**src/rtl/dram_pkg.sv**
```systemverilog
// Shared types for the DRAM address mapper: mapping modes and decoded field bundle.
// Field widths here are the defaults used by dram_addr_mapper_pipe.
package dram_pkg;

   localparam int unsigned DRAM_RANK_W   = 1;
   localparam int unsigned DRAM_BG_W     = 2;
   localparam int unsigned DRAM_BANK_W   = 2;
   localparam int unsigned DRAM_ROW_W    = 14;
   localparam int unsigned DRAM_COL_W    = 10;
   localparam int unsigned DRAM_OFFSET_W = 2;

   typedef enum logic [1:0] {
      RORABGBACO  = 2'd0,
      RORABACOBG  = 2'd1,
      RARAOBGBACO = 2'd2,
      RSVD        = 2'd3
   } map_mode_t;

   typedef struct packed {
      logic [DRAM_RANK_W-1:0]   rank;
      logic [DRAM_BG_W-1:0]     bg;
      logic [DRAM_BANK_W-1:0]   bank;
      logic [DRAM_ROW_W-1:0]    row;
      logic [DRAM_COL_W-1:0]    col;
      logic [DRAM_OFFSET_W-1:0] offset;
   } addr_fields_t;

endpackage

```
**src/rtl/dram_addr_decode.sv**
```systemverilog
// Combinational address splitter: (addr, mode) -> field bundle plus range/reserved-mode error.
module dram_addr_decode
   import dram_pkg::*;
#(
   parameter int unsigned ADDR_W   = 32,
   parameter int unsigned RANK_W   = DRAM_RANK_W,
   parameter int unsigned BG_W     = DRAM_BG_W,
   parameter int unsigned BANK_W   = DRAM_BANK_W,
   parameter int unsigned ROW_W    = DRAM_ROW_W,
   parameter int unsigned COL_W    = DRAM_COL_W,
   parameter int unsigned OFFSET_W = DRAM_OFFSET_W
) (
   input  logic [ADDR_W-1:0] addr_i,
   input  map_mode_t         mode_i,
   output addr_fields_t      fields_o,
   output logic              err_o
);

   localparam int unsigned SUM = RANK_W + BG_W + BANK_W + ROW_W + COL_W + OFFSET_W;

   // Field base positions per mode, LSB up after the byte offset
   localparam int unsigned M0_COL  = OFFSET_W;
   localparam int unsigned M0_BANK = M0_COL + COL_W;
   localparam int unsigned M0_BG   = M0_BANK + BANK_W;
   localparam int unsigned M0_RANK = M0_BG + BG_W;
   localparam int unsigned M0_ROW  = M0_RANK + RANK_W;

   localparam int unsigned M1_BG   = OFFSET_W;
   localparam int unsigned M1_COL  = M1_BG + BG_W;
   localparam int unsigned M1_BANK = M1_COL + COL_W;
   localparam int unsigned M1_RANK = M1_BANK + BANK_W;
   localparam int unsigned M1_ROW  = M1_RANK + RANK_W;

   localparam int unsigned M2_COL  = OFFSET_W;
   localparam int unsigned M2_BANK = M2_COL + COL_W;
   localparam int unsigned M2_BG   = M2_BANK + BANK_W;
   localparam int unsigned M2_ROW  = M2_BG + BG_W;
   localparam int unsigned M2_RANK = M2_ROW + ROW_W;

   logic range_err;
   logic rsvd;

   generate
      if (SUM < ADDR_W) begin : g_range
         assign range_err = |addr_i[ADDR_W-1:SUM];
      end else begin : g_full
         assign range_err = 1'b0;
      end
   endgenerate

   always_comb begin
      fields_o = '0;
      rsvd     = 1'b0;
      case (mode_i)
         RORABGBACO: begin
            fields_o.offset = addr_i[0 +: OFFSET_W];
            fields_o.col    = addr_i[M0_COL +: COL_W];
            fields_o.bank   = addr_i[M0_BANK +: BANK_W];
            fields_o.bg     = addr_i[M0_BG +: BG_W];
            fields_o.rank   = addr_i[M0_RANK +: RANK_W];
            fields_o.row    = addr_i[M0_ROW +: ROW_W];
         end
         RORABACOBG: begin
            fields_o.offset = addr_i[0 +: OFFSET_W];
            fields_o.bg     = addr_i[M1_BG +: BG_W];
            fields_o.col    = addr_i[M1_COL +: COL_W];
            fields_o.bank   = addr_i[M1_BANK +: BANK_W];
            fields_o.rank   = addr_i[M1_RANK +: RANK_W];
            fields_o.row    = addr_i[M1_ROW +: ROW_W];
         end
         RARAOBGBACO: begin
            fields_o.offset = addr_i[0 +: OFFSET_W];
            fields_o.col    = addr_i[M2_COL +: COL_W];
            fields_o.bank   = addr_i[M2_BANK +: BANK_W];
            fields_o.bg     = addr_i[M2_BG +: BG_W];
            fields_o.row    = addr_i[M2_ROW +: ROW_W];
            fields_o.rank   = addr_i[M2_RANK +: RANK_W];
         end
         default: rsvd = 1'b1;
      endcase
      err_o = range_err | rsvd;
   end

endmodule

```
**src/rtl/dram_addr_mapper_pipe.sv**
```systemverilog
// Two-stage DRAM address mapper with drain-safe mode switch and saturating error counter.
// Optional bank/BG XOR hashing with the row is enabled by defining DRAM_ADDR_XOR_HASH_EN.
module dram_addr_mapper_pipe
   import dram_pkg::*;
#(
   parameter int unsigned ADDR_W   = 32,
   parameter int unsigned ID_W     = 4,
   parameter int unsigned RANK_W   = DRAM_RANK_W,
   parameter int unsigned BG_W     = DRAM_BG_W,
   parameter int unsigned BANK_W   = DRAM_BANK_W,
   parameter int unsigned ROW_W    = DRAM_ROW_W,
   parameter int unsigned COL_W    = DRAM_COL_W,
   parameter int unsigned OFFSET_W = DRAM_OFFSET_W
) (
   input  logic                CLK,
   input  logic                RST,
   input  logic                in_valid,
   output logic                in_ready,
   input  logic [ADDR_W-1:0]   in_addr,
   input  logic [ID_W-1:0]     in_id,
   input  logic                cfg_wr,
   input  logic [1:0]          cfg_mode,
   output logic                cfg_busy,
   output logic [1:0]          cur_mode,
   output logic                out_valid,
   input  logic                out_ready,
   output logic [RANK_W-1:0]   out_rank,
   output logic [BG_W-1:0]     out_bg,
   output logic [BANK_W-1:0]   out_bank,
   output logic [ROW_W-1:0]    out_row,
   output logic [COL_W-1:0]    out_col,
   output logic [OFFSET_W-1:0] out_offset,
   output logic [ID_W-1:0]     out_id,
   output logic                out_err,
   output logic [15:0]         err_cnt
);

   localparam int unsigned SUM = RANK_W + BG_W + BANK_W + ROW_W + COL_W + OFFSET_W;

   generate
      if (SUM > ADDR_W) begin : g_bad_sum
         $error("dram_addr_mapper_pipe: field widths exceed ADDR_W");
      end
      // The field bundle type is sized by the package, so widths must agree with it
      if (RANK_W != DRAM_RANK_W || BG_W != DRAM_BG_W || BANK_W != DRAM_BANK_W ||
          ROW_W != DRAM_ROW_W || COL_W != DRAM_COL_W || OFFSET_W != DRAM_OFFSET_W) begin : g_bad_w
         $error("dram_addr_mapper_pipe: field widths differ from dram_pkg");
      end
   endgenerate

   typedef enum logic [1:0] {
      ST_IDLE   = 2'd0,
      ST_DRAIN  = 2'd1,
      ST_SWITCH = 2'd2
   } state_t;

   state_t        state_q, state_d;
   map_mode_t     cur_mode_q, cur_mode_d;
   map_mode_t     pend_mode_q, pend_mode_d;

   logic              s1_valid_q;
   logic [ADDR_W-1:0] s1_addr_q;
   logic [ID_W-1:0]   s1_id_q;
   map_mode_t         s1_mode_q;

   logic              out_valid_q;
   addr_fields_t      out_fields_q;
   logic [ID_W-1:0]   out_id_q;
   logic              out_err_q;
   logic [15:0]       err_cnt_q, err_cnt_d;

   logic              s2_load, s1_can_load, accept;
   addr_fields_t      dec_fields, s2_fields;
   logic              dec_err;

   assign s2_load     = !out_valid_q || out_ready;
   assign s1_can_load = !s1_valid_q || s2_load;
   assign in_ready    = (state_q == ST_IDLE) && s1_can_load;
   assign accept      = in_valid && in_ready;

   dram_addr_decode #(
      .ADDR_W   (ADDR_W),
      .RANK_W   (RANK_W),
      .BG_W     (BG_W),
      .BANK_W   (BANK_W),
      .ROW_W    (ROW_W),
      .COL_W    (COL_W),
      .OFFSET_W (OFFSET_W)
   ) u_decode (
      .addr_i   (s1_addr_q),
      .mode_i   (s1_mode_q),
      .fields_o (dec_fields),
      .err_o    (dec_err)
   );

`ifdef DRAM_ADDR_XOR_HASH_EN
   generate
      if (ROW_W < BANK_W + BG_W) begin : g_bad_hash
         $error("dram_addr_mapper_pipe: ROW_W too narrow for XOR hashing");
      end
   endgenerate

   always_comb begin
      s2_fields      = dec_fields;
      s2_fields.bank = dec_fields.bank ^ dec_fields.row[BANK_W-1:0];
      s2_fields.bg   = dec_fields.bg ^ dec_fields.row[BANK_W +: BG_W];
   end
`else
   assign s2_fields = dec_fields;
`endif

   always_comb begin
      err_cnt_d = err_cnt_q;
      if (out_valid_q && out_ready && out_err_q && (err_cnt_q != 16'hFFFF)) begin
         err_cnt_d = err_cnt_q + 16'd1;
      end
   end

   always_ff @(posedge CLK) begin
      if (RST) begin
         s1_valid_q   <= 1'b0;
         s1_addr_q    <= '0;
         s1_id_q      <= '0;
         s1_mode_q    <= RORABGBACO;
         out_valid_q  <= 1'b0;
         out_fields_q <= '0;
         out_id_q     <= '0;
         out_err_q    <= 1'b0;
         err_cnt_q    <= '0;
      end else begin
         if (s1_can_load) begin
            s1_valid_q <= accept;
            if (accept) begin
               s1_addr_q <= in_addr;
               s1_id_q   <= in_id;
               s1_mode_q <= cur_mode_q;
            end
         end
         if (s2_load) begin
            out_valid_q <= s1_valid_q;
            if (s1_valid_q) begin
               out_fields_q <= s2_fields;
               out_id_q     <= s1_id_q;
               out_err_q    <= dec_err;
            end
         end
         err_cnt_q <= err_cnt_d;
      end
   end

   always_ff @(posedge CLK) begin
      if (RST) begin
         state_q     <= ST_IDLE;
         cur_mode_q  <= RORABGBACO;
         pend_mode_q <= RORABGBACO;
      end else begin
         state_q     <= state_d;
         cur_mode_q  <= cur_mode_d;
         pend_mode_q <= pend_mode_d;
      end
   end

   always_comb begin
      state_d     = state_q;
      cur_mode_d  = cur_mode_q;
      pend_mode_d = pend_mode_q;
      case (state_q)
         ST_IDLE: begin
            if (cfg_wr) begin
               state_d     = ST_DRAIN;
               pend_mode_d = map_mode_t'(cfg_mode);
            end
         end
         ST_DRAIN: begin
            if (!s1_valid_q && !out_valid_q) state_d = ST_SWITCH;
         end
         ST_SWITCH: begin
            cur_mode_d = pend_mode_q;
            state_d    = ST_IDLE;
         end
         default: state_d = ST_IDLE;
      endcase
   end

   assign cfg_busy   = (state_q != ST_IDLE);
   assign cur_mode   = cur_mode_q;
   assign out_valid  = out_valid_q;
   assign out_rank   = out_fields_q.rank;
   assign out_bg     = out_fields_q.bg;
   assign out_bank   = out_fields_q.bank;
   assign out_row    = out_fields_q.row;
   assign out_col    = out_fields_q.col;
   assign out_offset = out_fields_q.offset;
   assign out_id     = out_id_q;
   assign out_err    = out_err_q;
   assign err_cnt    = err_cnt_q;

endmodule

```
**config.mk**
```make
export PLATFORM = sky130hd
export DESIGN_NAME = dram_addr_mapper_pipe
export DESIGN_NICKNAME = d
export VERILOG_FILES = /design/src/rtl/dram_pkg.sv /design/src/rtl/dram_addr_decode.sv /design/src/rtl/dram_addr_mapper_pipe.sv
export SDC_FILE = /design/constraint.sdc
export NUM_CORES = 1
export LEC_CHECK = 0
export ABC_AREA = 1
export BUFFER_PORTS_ARGS = -buffer_cell sky130_fd_sc_hd__buf_2
export CAP_MARGIN = 20
export CORE_ASPECT_RATIO = 0.75
export CORE_MARGIN = 2
export CORE_UTILIZATION = 31
export DETAILED_ROUTE_END_ITERATION = 10
export HOLD_SLACK_MARGIN = 0.05
export SLEW_MARGIN = 20
export SYNTH_ARGS = -nofsm -noshare
export SYNTH_HDL_FRONTEND = slang
export SYNTH_SLANG_ARGS = --single-unit
```
**constraint.sdc**
```tcl
create_clock -name CLK -period 2.4 [get_ports CLK]
set_input_delay 0.6 -clock CLK [delete_from_list [all_inputs] [get_ports CLK]]
set_output_delay 0.6 -clock CLK [all_outputs]
set_load 0.02 [all_outputs]
```
==> Flow_metrics.wiki, run 1 <==
{| class="wikitable"
! Metric !! Value
|-
| Status || finished, final reports clean
|-
| Relative area change from synthesis to final layout || 21.8%
|-
| Combined area of all synthesized cells || 0.00411 mm²
|-
| Number of buffers inserted by port buffering || 99
|-
| Average wire length per cell after detail routing || 12.9 µm
|-
| Required time at the worst-slack endpoint || 1.80 ns
|-
| Worst-Skew Late Latency || 0.34 ns
|-
| Worst hold margin || 0.455 ns
|-
| Synthesis-stage register bit count || 98
|-
| Placement row count || 36
|-
| Max_slew headroom || 36.6%
|-
| Finished Layout Cells || 822
|-
| Largest area contributor in the netlist || sky130_fd_sc_hd__dfxtp_1
|-
| Width of the die || 137 µm
|-
| Static leakage || 0.00215 µW
|-
| H-Tree Depth || 3
|-
| Clock skew after layout || 0.00775 ns
|-
| Max-capacitance violation count || 0
|-
| DRC || 0
|-
| GP Congestion || 0.833
|-
| Setup violation total in the final timing report || 0
|-
| HPWL Detailed || 7310 µm
|-
| Tightest Pin Transition || 0.945 ns
|-
| Vias in the first global route || 3436
|-
| Synthesized area per cell || 7.32 µm²
|-
| DR iter-0 viols || 178
|-
| Number of warnings issued by yosys || 0
|-
| Nets || 690
|-
| DRT Pass-1 Iters || 4
|-
| Clock edge transition at the registers on the reported setup and hold paths || 0.06 ns
|-
| Proportion of synthesized chip area in sequential cells || 47.8%
|-
| Design Power || 3660 µW
|-
| Crit. End Element || primary output
|-
| Unrepaired setup endpoints after global routing || no
|-
| Power Dens Cells || 731 mW/mm²
|-
| Antenna violations before repair || 0
|-
| CTS Root Buffer Type || sky130_fd_sc_hd__clkbuf_16
|-
| Cell count after placement || 806
|-
| Dominant register cell in the synthesized netlist || sky130_fd_sc_hd__dfxtp_1
|-
| TritonCTS clock tree || done
|-
| Arrival time worst endpoint || 1.35 ns
|-
| Final antenna-violating net count || 0
|-
| Worst Path Max Fanout || 7
|-
| Max Freq || 512 MHz
|-
| Antenna diodes || 0
|-
| Number of enable flip-flop cells after synthesis || 0
|-
| Type of the setup path with the least slack || reg -> out
|-
| Global-route total usage across every layer || 15.2%
|-
| Synth async-reset ratio || 0%
|-
| Final worst path period need || 1.95 ns
|-
| Number of buffers created by CTS || 9
|-
| Deepest clock path buffer count || 2
|-
| Final Hold Fails || 0
|-
| Num Clock Sinks || 98
|-
| Fin util || 38.6%
|-
| Die Footprint || 0.0142 mm²
|-
| Via count || 3892
|-
| Number of library cell types mapped by synthesis || 29
|-
| Num ports || 100
|-
| Worst-case vdd ir drop || 0.000371 V
|-
| Effective utilization at floorplan || 31.7%
|-
| Number of buffers inserted by hold repair at cts || 0
|-
| Post-CTS setup buffers || 0
|-
| Dominant cell by count in the synthesized netlist || sky130_fd_sc_hd__nor2_1
|-
| Pin count of the biggest net entering global routing || 56
|-
| Post-cts sizing count || 0
|-
| Proportion of netlist area held by the largest area contributor || 47.8%
|-
| Crit share post-route || 81.3%
|-
| Final count of pins violating max slew || 0
|-
| Crit path launch type || register
|-
| Share of final-layout standard cells stronger than drive strength 1 || 20.4%
|-
| Global-route wire length before repair || 17300 µm
|-
| Cell types with the largest area share after synthesis || sky130_fd_sc_hd__dfxtp_1, sky130_fd_sc_hd__nor2_1, sky130_fd_sc_hd__a21oi_1
|-
| Vertical extent of the die || 104 µm
|-
| Synthesized Nets || 605
|-
| Gate count of the mapped netlist || 561
|-
| HP Class || reg -> reg
|-
| Total routed wirelength || 10600 µm
|-
| Top cells by instance count after synthesis || sky130_fd_sc_hd__nor2_1, sky130_fd_sc_hd__dfxtp_1, sky130_fd_sc_hd__nand2_1
|-
| Number of vias per cell after detailed routing || 4.73
|-
| Remaining global-route overflow || 0
|-
| Area of the core || 0.0130 mm²
|-
| Final total negative setup slack || 0 ns
|}
-- layout by cell type (no fill, tap or decap), types with 3 or more instances in the layout --
cell type                    netlist  final
sky130_fd_sc_hd__dfxtp_1          98     98
sky130_fd_sc_hd__nand3_1          25     25
sky130_fd_sc_hd__o22ai_1          28     28
sky130_fd_sc_hd__nand2_1          62     62
sky130_fd_sc_hd__nor2_1          105    105
sky130_fd_sc_hd__o21ai_0          53     53
sky130_fd_sc_hd__clkinvlp_4        0      3
sky130_fd_sc_hd__o21ai_1          21     21
sky130_fd_sc_hd__a21oi_1          60     59
sky130_fd_sc_hd__nor2_2            3      3
sky130_fd_sc_hd__buf_4             2      5
sky130_fd_sc_hd__inv_1            58     56
sky130_fd_sc_hd__buf_2             8     99
sky130_fd_sc_hd__clkbuf_16         0      9
-- sequential cells by signal, summed over array words and instances, names as in the netlist --
signal	count
err_cnt	16
pend_mode_q	2
state_q	2
out_rank	1
cur_mode	2
out_bg	2
out_bank	2
out_err	1
s1_valid_q	1
out_col	10
out_row	14
out_id	4
out_offset	2
s1_addr_q	32
out_valid	1
s1_mode_q	2
s1_id_q	4
-- area by class of cell --
type	count	area, µm²
Multi-Input combinational cell	372	1760
Clock inverter	5	40.0
Clock buffer	11	233
Tap cell	171	214
Inverter	59	221
Fill cell	1382	7970
Sequential cell	98	1960
Timing Repair Buffer	106	573
-- per-stage QoR --
stage	setup slack (ns)	area, µm²
after CTS	0.404	5000
final	0.448	5000
after global placement	0.350	4730
after detailed placement	0.305	4730
after global routing	0.236	5000
after floorplan	0.867	4110
-- cell families after synthesis --
kind of cell               Yosys count  share of synthesized area (%)
DFF                                 98                           47.8
and+or+nand+nor                    207                           21.3
adders and majority gates            1                          0.305
buffers and inverters               91                           9.69
AOI/OAI and AO/OA                  164                           21.0
-- path summary, 6_finish.rpt --
path                      startpoint                       to  slack (ns)  cells past startpoint
min reg2reg  s1_id_q[1]$_SDFFE_PP0P_  s1_id_q[1]$_SDFFE_PP0P_        0.46                      2
min          s1_id_q[1]$_SDFFE_PP0P_  s1_id_q[1]$_SDFFE_PP0P_        0.46                      2
max           out_valid$_SDFFE_PP0P_                 in_ready        0.45                      4
max reg2reg   out_valid$_SDFFE_PP0P_  out_row[9]$_SDFFE_PP0P_        0.48                      4
-- layer usage --
metal,share of wire (%),routed length [µm],global-route usage (%)
met4,1.1,114,4.20
met3,5.7,611,3.82
met5,0,0,0
met2,42,4500,22.1
met1,51,5400,22.3
-- power by group --
group	internal [µW]	switching, µW	total [µW]
Sequential	1740	50.3	1790
Combinational	188	340	528
Clock	709	627	1340
-- worst max-delay path, cell delays in order, from the launching register on --
cell and delay (ns):
sky130_fd_sc_hd__dfxtp_1 0.50, sky130_fd_sc_hd__nand3_1 0.18, sky130_fd_sc_hd__nand2_1 0.11, sky130_fd_sc_hd__inv_2 0.06, sky130_fd_sc_hd__buf_2 0.16
Power figures use the tool's default switching activity.
==> run 2, diff against run 1 <==
--- a/config.mk
+++ b/config.mk
@@ -5,7 +5,7 @@
 export SDC_FILE = /design/constraint.sdc
 export NUM_CORES = 1
 export LEC_CHECK = 0
-export ABC_AREA = 1
+export ABC_AREA = 0
 export BUFFER_PORTS_ARGS = -buffer_cell sky130_fd_sc_hd__buf_2
 export CAP_MARGIN = 20
 export CORE_ASPECT_RATIO = 0.75
==> constraint.sdc (replaced) <==
create_clock -name CLK -period 2 [get_ports CLK]
set_input_delay 0.5 -clock CLK [delete_from_list [all_inputs] [get_ports CLK]]
set_output_delay 0.5 -clock CLK [all_outputs]
set_load 0.02 [all_outputs]
==> Flow_metrics.wiki, run 2 <==
{| class="wikitable"
! Metric !! Value
|-
| TritonCTS clock tree || done
|-
| Final total negative setup slack || 0 ns (unchanged)
|-
| Max-capacitance violation count || 0 (unchanged)
|-
| Area used by multi-input combinational logic || 0.00174 mm² (-1.2%)
|-
| Placement Cell Area || 0.00456 mm² (-3.5%)
|-
| Largest area contributor in the netlist || sky130_fd_sc_hd__dfxtp_1
|-
| GRT met1 Usage || 20.8% (-1.5 points)
|-
| Synthesized-area fraction occupied by adder cells || 0.323% (+0.018 points)
|-
| Antenna violations before repair || 0 (unchanged)
|-
| Combined area of all synthesized cells || 0.00387 mm² (-5.6%)
|-
| Proportion of synthesized chip area in sequential cells || 50.6% (+2.9 points)
|-
| HP Class || in -> reg
|-
| Dominant register cell in the synthesized netlist || sky130_fd_sc_hd__dfxtp_1
|-
| Number of cells on the worst reg-to-reg path || 5 (+1)
|-
| H-Tree Depth || 3 (unchanged)
|-
| Critical Path Slowest Stage Cell || sky130_fd_sc_hd__or4_1
|-
| Pin count of the biggest net entering global routing || 64 (+14%)
|-
| HPWL Detailed || 7140 µm (-2.4%)
|-
| Nets || 608 (-12%)
|-
| Complex-gate fraction of the synthesized area || 17.5% (-3.5 points)
|-
| Final count of pins violating max slew || 0 (unchanged)
|-
| Fin util || 39.7% (+1.2 points)
|-
| Met2 layer usage reported by global route || 23.8% (+1.7 points)
|-
| Max_slew headroom || 65.1% (+29 points)
|-
| Number of warnings issued by yosys || 0 (unchanged)
|-
| Seq pwr share || 48.5% (-0.5 points)
|-
| Synthesis-stage register bit count || 98 (unchanged)
|-
| Synthesized area per cell || 8.16 µm² (+11%)
|-
| Arrival time worst endpoint || 2.14 ns (+0.79 ns)
|-
| Deepest clock path buffer count || 2 (unchanged)
|-
| Dominant cell by count in the synthesized netlist || sky130_fd_sc_hd__nand2_1
|-
| Final Instance Area || 0.00487 mm² (-2.6%)
|-
| Vias in the first global route || 3453 (+0.49%)
|-
| Die Footprint || 0.0134 mm² (-5.4%)
|-
| Crit. End Element || register
|-
| Number of library cell types mapped by synthesis || 37 (+28%)
|-
| Num ports || 100 (unchanged)
|-
| Post-CTS setup buffers || 0 (unchanged)
|-
| Cell depth of the worst min-delay path || 3 (+1)
|-
| Status || finished, final reports clean
|-
| Total routed wirelength || 10200 µm (-3.7%)
|-
| Top library cells by usage in the layout, fill and taps aside || sky130_fd_sc_hd__nand2_1, sky130_fd_sc_hd__buf_2, sky130_fd_sc_hd__dfxtp_1
|-
| Worst path max stage delay || 0.55 ns (+0.05 ns)
|-
| Internal power of the cells || 3250 µW (+23%)
|-
| Max Freq || 533 MHz
|-
| DRC || 0 (unchanged)
|-
| Number of buffers inserted by port buffering || 99 (unchanged)
|-
| Crit path launch type || register
|-
| Area of the core || 0.0123 mm² (-5.5%)
|-
| Worst-case vdd ir drop || 0.000453 V (+22%)
|-
| Global-route wire length before repair || 16800 µm (-2.8%)
|-
| Remaining global-route overflow || 0 (unchanged)
|-
| Power Dens Cells || 907 mW/mm² (+24%)
|-
| Worst Path Max Fanout || 10 (+3)
|-
| Worst-Skew Late Latency || 0.34 ns (about the same)
|-
| Placement row count || 35 (-2.8%)
|-
| Crit share post-route || 93.8%
|-
| Antenna diodes || 0 (unchanged)
|-
| Switching power || 1170 µW (+15%)
|-
| Static leakage || 0.00192 µW (-10%)
|-
| Combinational family with the most area after synthesis || simple AND/OR/NAND/NOR gates
|-
| Global-route total usage across every layer || 15.4% (+0.18 points)
|-
| Width of the die || 133 µm (-2.8%)
|-
| CTS Root Buffer Type || sky130_fd_sc_hd__clkbuf_16
|-
| Type of the setup path with the least slack || reg -> reg
|-
| Average wire length per cell after detail routing || 13.9 µm (+7.7%)
|-
| Number of enable flip-flop cells after synthesis || 0 (unchanged)
|-
| Proportion of netlist area held by the largest area contributor || 50.6% (+2.9 points)
|-
| Cell count after placement || 719 (-11%)
|-
| Share of final-layout standard cells stronger than drive strength 1 || 23.4% (+2.9 points)
|-
| Gate count of the mapped netlist || 475 (-15%)
|-
| Largest register FFs || 32 (unchanged)
|-
| DR iter-0 viols || 213 (+20%)
|-
| Num Clock Sinks || 98 (unchanged)
|-
| Effective utilization at floorplan || 31.6% (-0.053 points)
|-
| Cell breakdown of the critical path || ha_1 > and3_2 > nand4_2 > or4_1 > a21oi_1
|-
| Number of buffers inserted by hold repair at cts || 0 (unchanged)
|-
| Final worst path period need || 1.88 ns
|-
| GP Congestion || 0.828 (-0.67%)
|-
| Simple logic cell fraction of the synthesized area || 26.1% (+4.8 points)
|-
| Post-synthesis share of cell area spent on xor and xnor gates || 0% (unchanged)
|-
| Unrepaired setup endpoints after global routing || no
|-
| Finished Layout Cells || 735 (-11%)
|-
| Filler cells || 1257 (-9.0%)
|-
| Setup violation total in the final timing report || 0 (unchanged)
|-
| Number of vias per cell after detailed routing || 4.95 (+4.5%)
|-
| FF+latch area || 0.00196 mm² (about the same)
|-
| Tightest Pin Transition || 0.519 ns (-0.427 ns)
|-
| Clock group share of total power || 39.5% (+2.9 points)
|-
| Clock edge transition at the registers on the reported setup and hold paths || 0.07 ns (about the same)
|-
| Switching share of power || 26.4% (-1.4 points)
|-
| Via count || 3637 (-6.6%)
|-
| Proportion of power drawn by combinational gates || 12.1% (-2.3 points)
|-
| Final antenna-violating net count || 0 (unchanged)
|-
| Synth async-reset ratio || 0% (unchanged)
|-
| Leading cell type in the layout, fill and taps excluded || sky130_fd_sc_hd__nand2_1
|-
| Relative area change from synthesis to final layout || 25.8%
|-
| Register with the most flip-flops || s1_addr_q
|-
| Top cells by instance count after synthesis || sky130_fd_sc_hd__nand2_1, sky130_fd_sc_hd__dfxtp_1, sky130_fd_sc_hd__a21oi_1
|-
| Clock skew after layout || 0.00508 ns (-0.00267 ns)
|-
| Post-cts sizing count || 0 (unchanged)
|-
| Final Hold Fails || 0 (unchanged)
|-
| Cell types with the largest area share after synthesis || sky130_fd_sc_hd__dfxtp_1, sky130_fd_sc_hd__nand2_1, sky130_fd_sc_hd__a21oi_1
|-
| Number of buffers created by CTS || 9 (unchanged)
|-
| DRT Pass-1 Iters || 5 (+1)
|-
| Met3 track demand over resource || 4.42% (+0.61 points)
|-
| Required time at the worst-slack endpoint || 2.27 ns (+0.47 ns)
|-
| Most used routing layer || met2
|-
| Vertical extent of the die || 101 µm (-2.7%)
|-
| Synthesized Nets || 519 (-14%)
|-
| Share of cell area taken by muxes after synthesis || 0.807% (+0.81 points)
|}
run 2: changes by cell type in the layout (fill, tap and decap cells not counted), moves of 6 or more:
cell | previous run | this run
sky130_fd_sc_hd__a221oi_1 | 0 | 21
sky130_fd_sc_hd__a311oi_1 | 0 | 8
sky130_fd_sc_hd__inv_1 | 56 | 10
sky130_fd_sc_hd__nand2_1 | 62 | 105
sky130_fd_sc_hd__nand3_1 | 25 | 19
sky130_fd_sc_hd__nor2_1 | 105 | 41
sky130_fd_sc_hd__nor3_1 | 1 | 27
sky130_fd_sc_hd__o21ai_0 | 53 | 5
sky130_fd_sc_hd__o21ai_1 | 21 | 0
sky130_fd_sc_hd__o22ai_1 | 28 | 0
sky130_fd_sc_hd__o31ai_1 | 0 | 6
sky130_fd_sc_hd__or4_1 | 0 | 6
run 2: per-layer routing:
metal	vias up	part of all wire (%)
met5	-	0
met2	91	43
met3	18	5.0
met1	1665	50
li1	1863	-
met4	0	2.1
run 2: critical path: cells and delay by family, from the launching register on:
kind	cells	cell delay, ns
AOI/OAI and AO/OA	1	0.15
adders and majority gates	1	0.25
DFF	1	0.41
and+or+nand+nor	3	1.01
run 2: cells by family (layout without fill, tap and decap cells):
group,Yosys count,after routing
adders and majority gates,1,1
muxes,3,3
buffers and inverters,43,137
and+or+nand+nor,224,224
AOI/OAI and AO/OA,106,106
DFF,98,98
run 2: path summary, 6_finish.rpt:
path	from	to	slack, ns
worst min register to register	out_offset[0]$_SDFFE_PP0P_	out_offset[0]$_SDFFE_PP0P_	0.45
worst max-delay path	err_cnt[0]$_SDFFE_PP0P_	err_cnt[8]$_SDFFE_PP0P_	0.12
worst min-delay path	in_id[1]	s1_id_q[1]$_SDFFE_PP0P_	0.39
worst max register to register	err_cnt[0]$_SDFFE_PP0P_	err_cnt[8]$_SDFFE_PP0P_	0.12
run 2: cell type report:
class / instances / area share (%)
Multi-Input combinational cell: 334 / 35.6
Clock inverter: 6 / 1.51
Tap cell: 166 / 4.26
Timing Repair Buffer: 111 / 12.8
Clock buffer: 10 / 4.70
Sequential cell: 98 / 40.3
Inverter: 10 / 0.770
run 2: per-stage QoR:
step | setup WS [ns] | hold WS [ns] | power, µW
after global routing | 0.00344 | 0.385 | 4640
final | 0.125 | 0.394 | 4420
after floorplan | 0.160 | 0.432 | 2510
after global placement | 0.0644 | 0.439 | 2710
after detailed placement | 0.0189 | 0.442 | 2720
after CTS | 0.0761 | 0.382 | 4490
run 2: power groups by stage:
stage          logic (µW)  clock network, µW  registers, µW
6_report              533               1740           2140
4_1_cts               540               1810           2140
2_1_floorplan         278                  0           2240
3_3_place_gp          534                  0           2180
3_5_place_dp          538                  0           2190
5_1_grt               597               1880           2150
==> run 3, diff against run 2 <==
--- a/config.mk
+++ b/config.mk
@@ -13,6 +13,7 @@
 export CORE_UTILIZATION = 31
 export DETAILED_ROUTE_END_ITERATION = 10
 export HOLD_SLACK_MARGIN = 0.05
+export SETUP_SLACK_MARGIN = 0.2
 export SLEW_MARGIN = 20
 export SYNTH_ARGS = -nofsm -noshare
 export SYNTH_HDL_FRONTEND = slang
==> constraint.sdc (replaced) <==
create_clock -name CLK -period 1.82 [get_ports CLK]
set_input_delay 0.455 -clock CLK [delete_from_list [all_inputs] [get_ports CLK]]
set_output_delay 0.455 -clock CLK [all_outputs]
set_load 0.02 [all_outputs]
==> Flow_metrics.wiki, run 3 (synthesis results as in run 2) <==
{| class="wikitable"
! Metric !! Value
|-
| Num Clock Sinks || 98 (unchanged)
|-
| Share of final-layout standard cells stronger than drive strength 1 || 34.0% (+11 points)
|-
| Pin count of the biggest net entering global routing || 63 (-1.6%)
|-
| Worst-Skew Late Latency || 0.35 ns (about the same)
|-
| Status || finished, final reports clean
|-
| Global-route wire length before repair || 17800 µm (+6.2%)
|-
| Placement row count || 35 (unchanged)
|-
| HPWL Detailed || 7320 µm (+2.6%)
|-
| Fin util || 43.5% (+3.7 points)
|-
| Antenna violations before repair || 0 (unchanged)
|-
| Final count of pins violating max slew || 0 (unchanged)
|-
| Antenna diodes || 0 (unchanged)
|-
| DRC || 0 (unchanged)
|-
| Max_slew headroom || 54.9% (-10 points)
|-
| Finished Layout Cells || 763 (+3.8%)
|-
| Vertical extent of the die || 101 µm (unchanged)
|-
| Cell breakdown of the critical path || nand3b_1 > and2_4 > buf_6
|-
| Num ports || 100 (unchanged)
|-
| Required time at the worst-slack endpoint || 1.36 ns (-0.91 ns)
|-
| Deepest clock path buffer count || 2 (unchanged)
|-
| Final worst path period need || 1.78 ns
|-
| Critical Path Slowest Stage Cell || sky130_fd_sc_hd__dfxtp_4
|-
| Top library cells by usage in the layout, fill and taps aside || sky130_fd_sc_hd__nand2_1, sky130_fd_sc_hd__buf_2, sky130_fd_sc_hd__dfxtp_1
|-
| Static leakage || 0.00212 µW (+10%)
|-
| DR iter-0 viols || 269 (+26%)
|-
| Tightest Pin Transition || 0.676 ns (+0.157 ns)
|-
| Clock skew after layout || 0.00874 ns (+0.00365 ns)
|-
| Total routed wirelength || 11400 µm (+12%)
|-
| Number of buffers inserted by port buffering || 99 (unchanged)
|-
| Cell count after placement || 722 (+0.42%)
|-
| Leading cell type in the layout, fill and taps excluded || sky130_fd_sc_hd__nand2_1
|-
| DRT Pass-1 Iters || 4 (-1)
|-
| Nets || 636 (+4.6%)
|-
| Power Dens Cells || 905 mW/mm² (-0.17%)
|-
| Die Footprint || 0.0134 mm² (unchanged)
|-
| Crit. End Element || primary output
|-
| Arrival time worst endpoint || 1.32 ns (-0.82 ns)
|-
| Largest register FFs || 32 (unchanged)
|-
| HP Class || in -> reg
|-
| Max Freq || 563 MHz
|-
| Setup violation total in the final timing report || 0 (unchanged)
|-
| Via count || 3864 (+6.2%)
|-
| Effective utilization at floorplan || 31.6% (unchanged)
|-
| Number of vias per cell after detailed routing || 5.06 (+2.3%)
|-
| Unrepaired setup endpoints after global routing || yes
|-
| Area of the core || 0.0123 mm² (unchanged)
|-
| Final Hold Fails || 0 (unchanged)
|-
| Worst-case vdd ir drop || 0.000463 V (+2.3%)
|-
| Worst path max stage delay || 0.38 ns (-0.17 ns)
|-
| Max-capacitance violation count || 0 (unchanged)
|-
| Worst Path Max Fanout || 7 (-3)
|-
| Crit path launch type || register
|-
| Clock edge transition at the registers on the reported setup and hold paths || 0.07 ns (about the same)
|-
| Vias in the first global route || 3565 (+3.2%)
|-
| Width of the die || 133 µm (unchanged)
|-
| Relative area change from synthesis to final layout || 37.5%
|-
| Type of the setup path with the least slack || reg -> out
|-
| CTS Root Buffer Type || sky130_fd_sc_hd__clkbuf_16
|-
| Design Power || 4820 µW (+9.2%)
|-
| Remaining global-route overflow || 0 (unchanged)
|-
| Average wire length per cell after detail routing || 15.0 µm (+7.7%)
|-
| Crit share post-route || 97.6%
|-
| Final antenna-violating net count || 0 (unchanged)
|-
| Number of buffers created by CTS || 9 (unchanged)
|-
| GP Congestion || 0.787 (-4.9%)
|-
| Global-route total usage across every layer || 16.7% (+1.2 points)
|-
| H-Tree Depth || 3 (unchanged)
|-
| TritonCTS clock tree || done
|-
| Register with the most flip-flops || s1_addr_q
|}
==> run 3: path summary, 6_finish.rpt <==
check | start | to | slack [ns] | depth (start not counted)
setup / recovery | out_valid$_SDFFE_PP0P_ | in_ready | 0.04 | 3
hold / removal | in_addr[18] | s1_addr_q[18]$_SDFFE_PP0P_ | 0.34 | 3
setup reg to reg | out_valid$_SDFFE_PP0P_ | err_cnt[13]$_SDFFE_PP0P_ | 0.17 | 4
hold reg to reg | out_offset[1]$_SDFFE_PP0P_ | out_offset[1]$_SDFFE_PP0P_ | 0.45 | 2
==> run 3: power breakdown <==
part / switching (µW) / internal, µW
Sequential: 86.7 / 2260
Clock: 858 / 1020
Combinational: 371 / 231
==> run 3: layer usage <==
| metal | global-route usage, % | vias up | routed length [µm] |
|---|---|---|---|
| li1 | - | 1921 | - |
| met1 | 21.6 | 1830 | 5290 |
| met2 | 26.9 | 100 | 5320 |
| met3 | 4.63 | 13 | 658 |
| met4 | 5.73 | 0 | 169 |
| met5 | 0 | - | 0 |
==> run 3: timing repair <==
item	4_1_cts	5_1_grt
gates cloned	2	1
resized for setup	10	42
buffers inserted	8	14
pin swaps	4	25
setup endpoints to repair	25	14
hold buffers	0	0
==> run 3: area by class of cell <==
cell class / instances / area, µm²
timing repair buffer: 137 / 842
sequential: 98 / 2010
clock inverter: 5 / 45.0
tap: 166 / 208
multi-input combinational: 336 / 1930
fill: 1251 / 6930
inverter: 10 / 37.5
clock buffer: 11 / 253
==> run 3: worst max-delay path, delay by kind of cell (launching register included) <==
kind	cells	cell delay, ns
flip-flops	1	0.38
AND/OR/NAND/NOR	2	0.47
buffers and inverters	1	0.12
==> run 3: through the flow <==
step	setup slack (ns)	area (µm²)	setup TNS (ns)	hold WS (ns)
6_report	0.0428	5330	0	0.339
2_1_floorplan	0.142	3940	0	0.432
3_3_place_gp	-0.0320	4650	-0.0556	0.436
5_1_grt	0.0242	5330	0	0.329
3_5_place_dp	-0.0866	4650	-0.242	0.440
4_1_cts	0.0653	5060	0	0.328
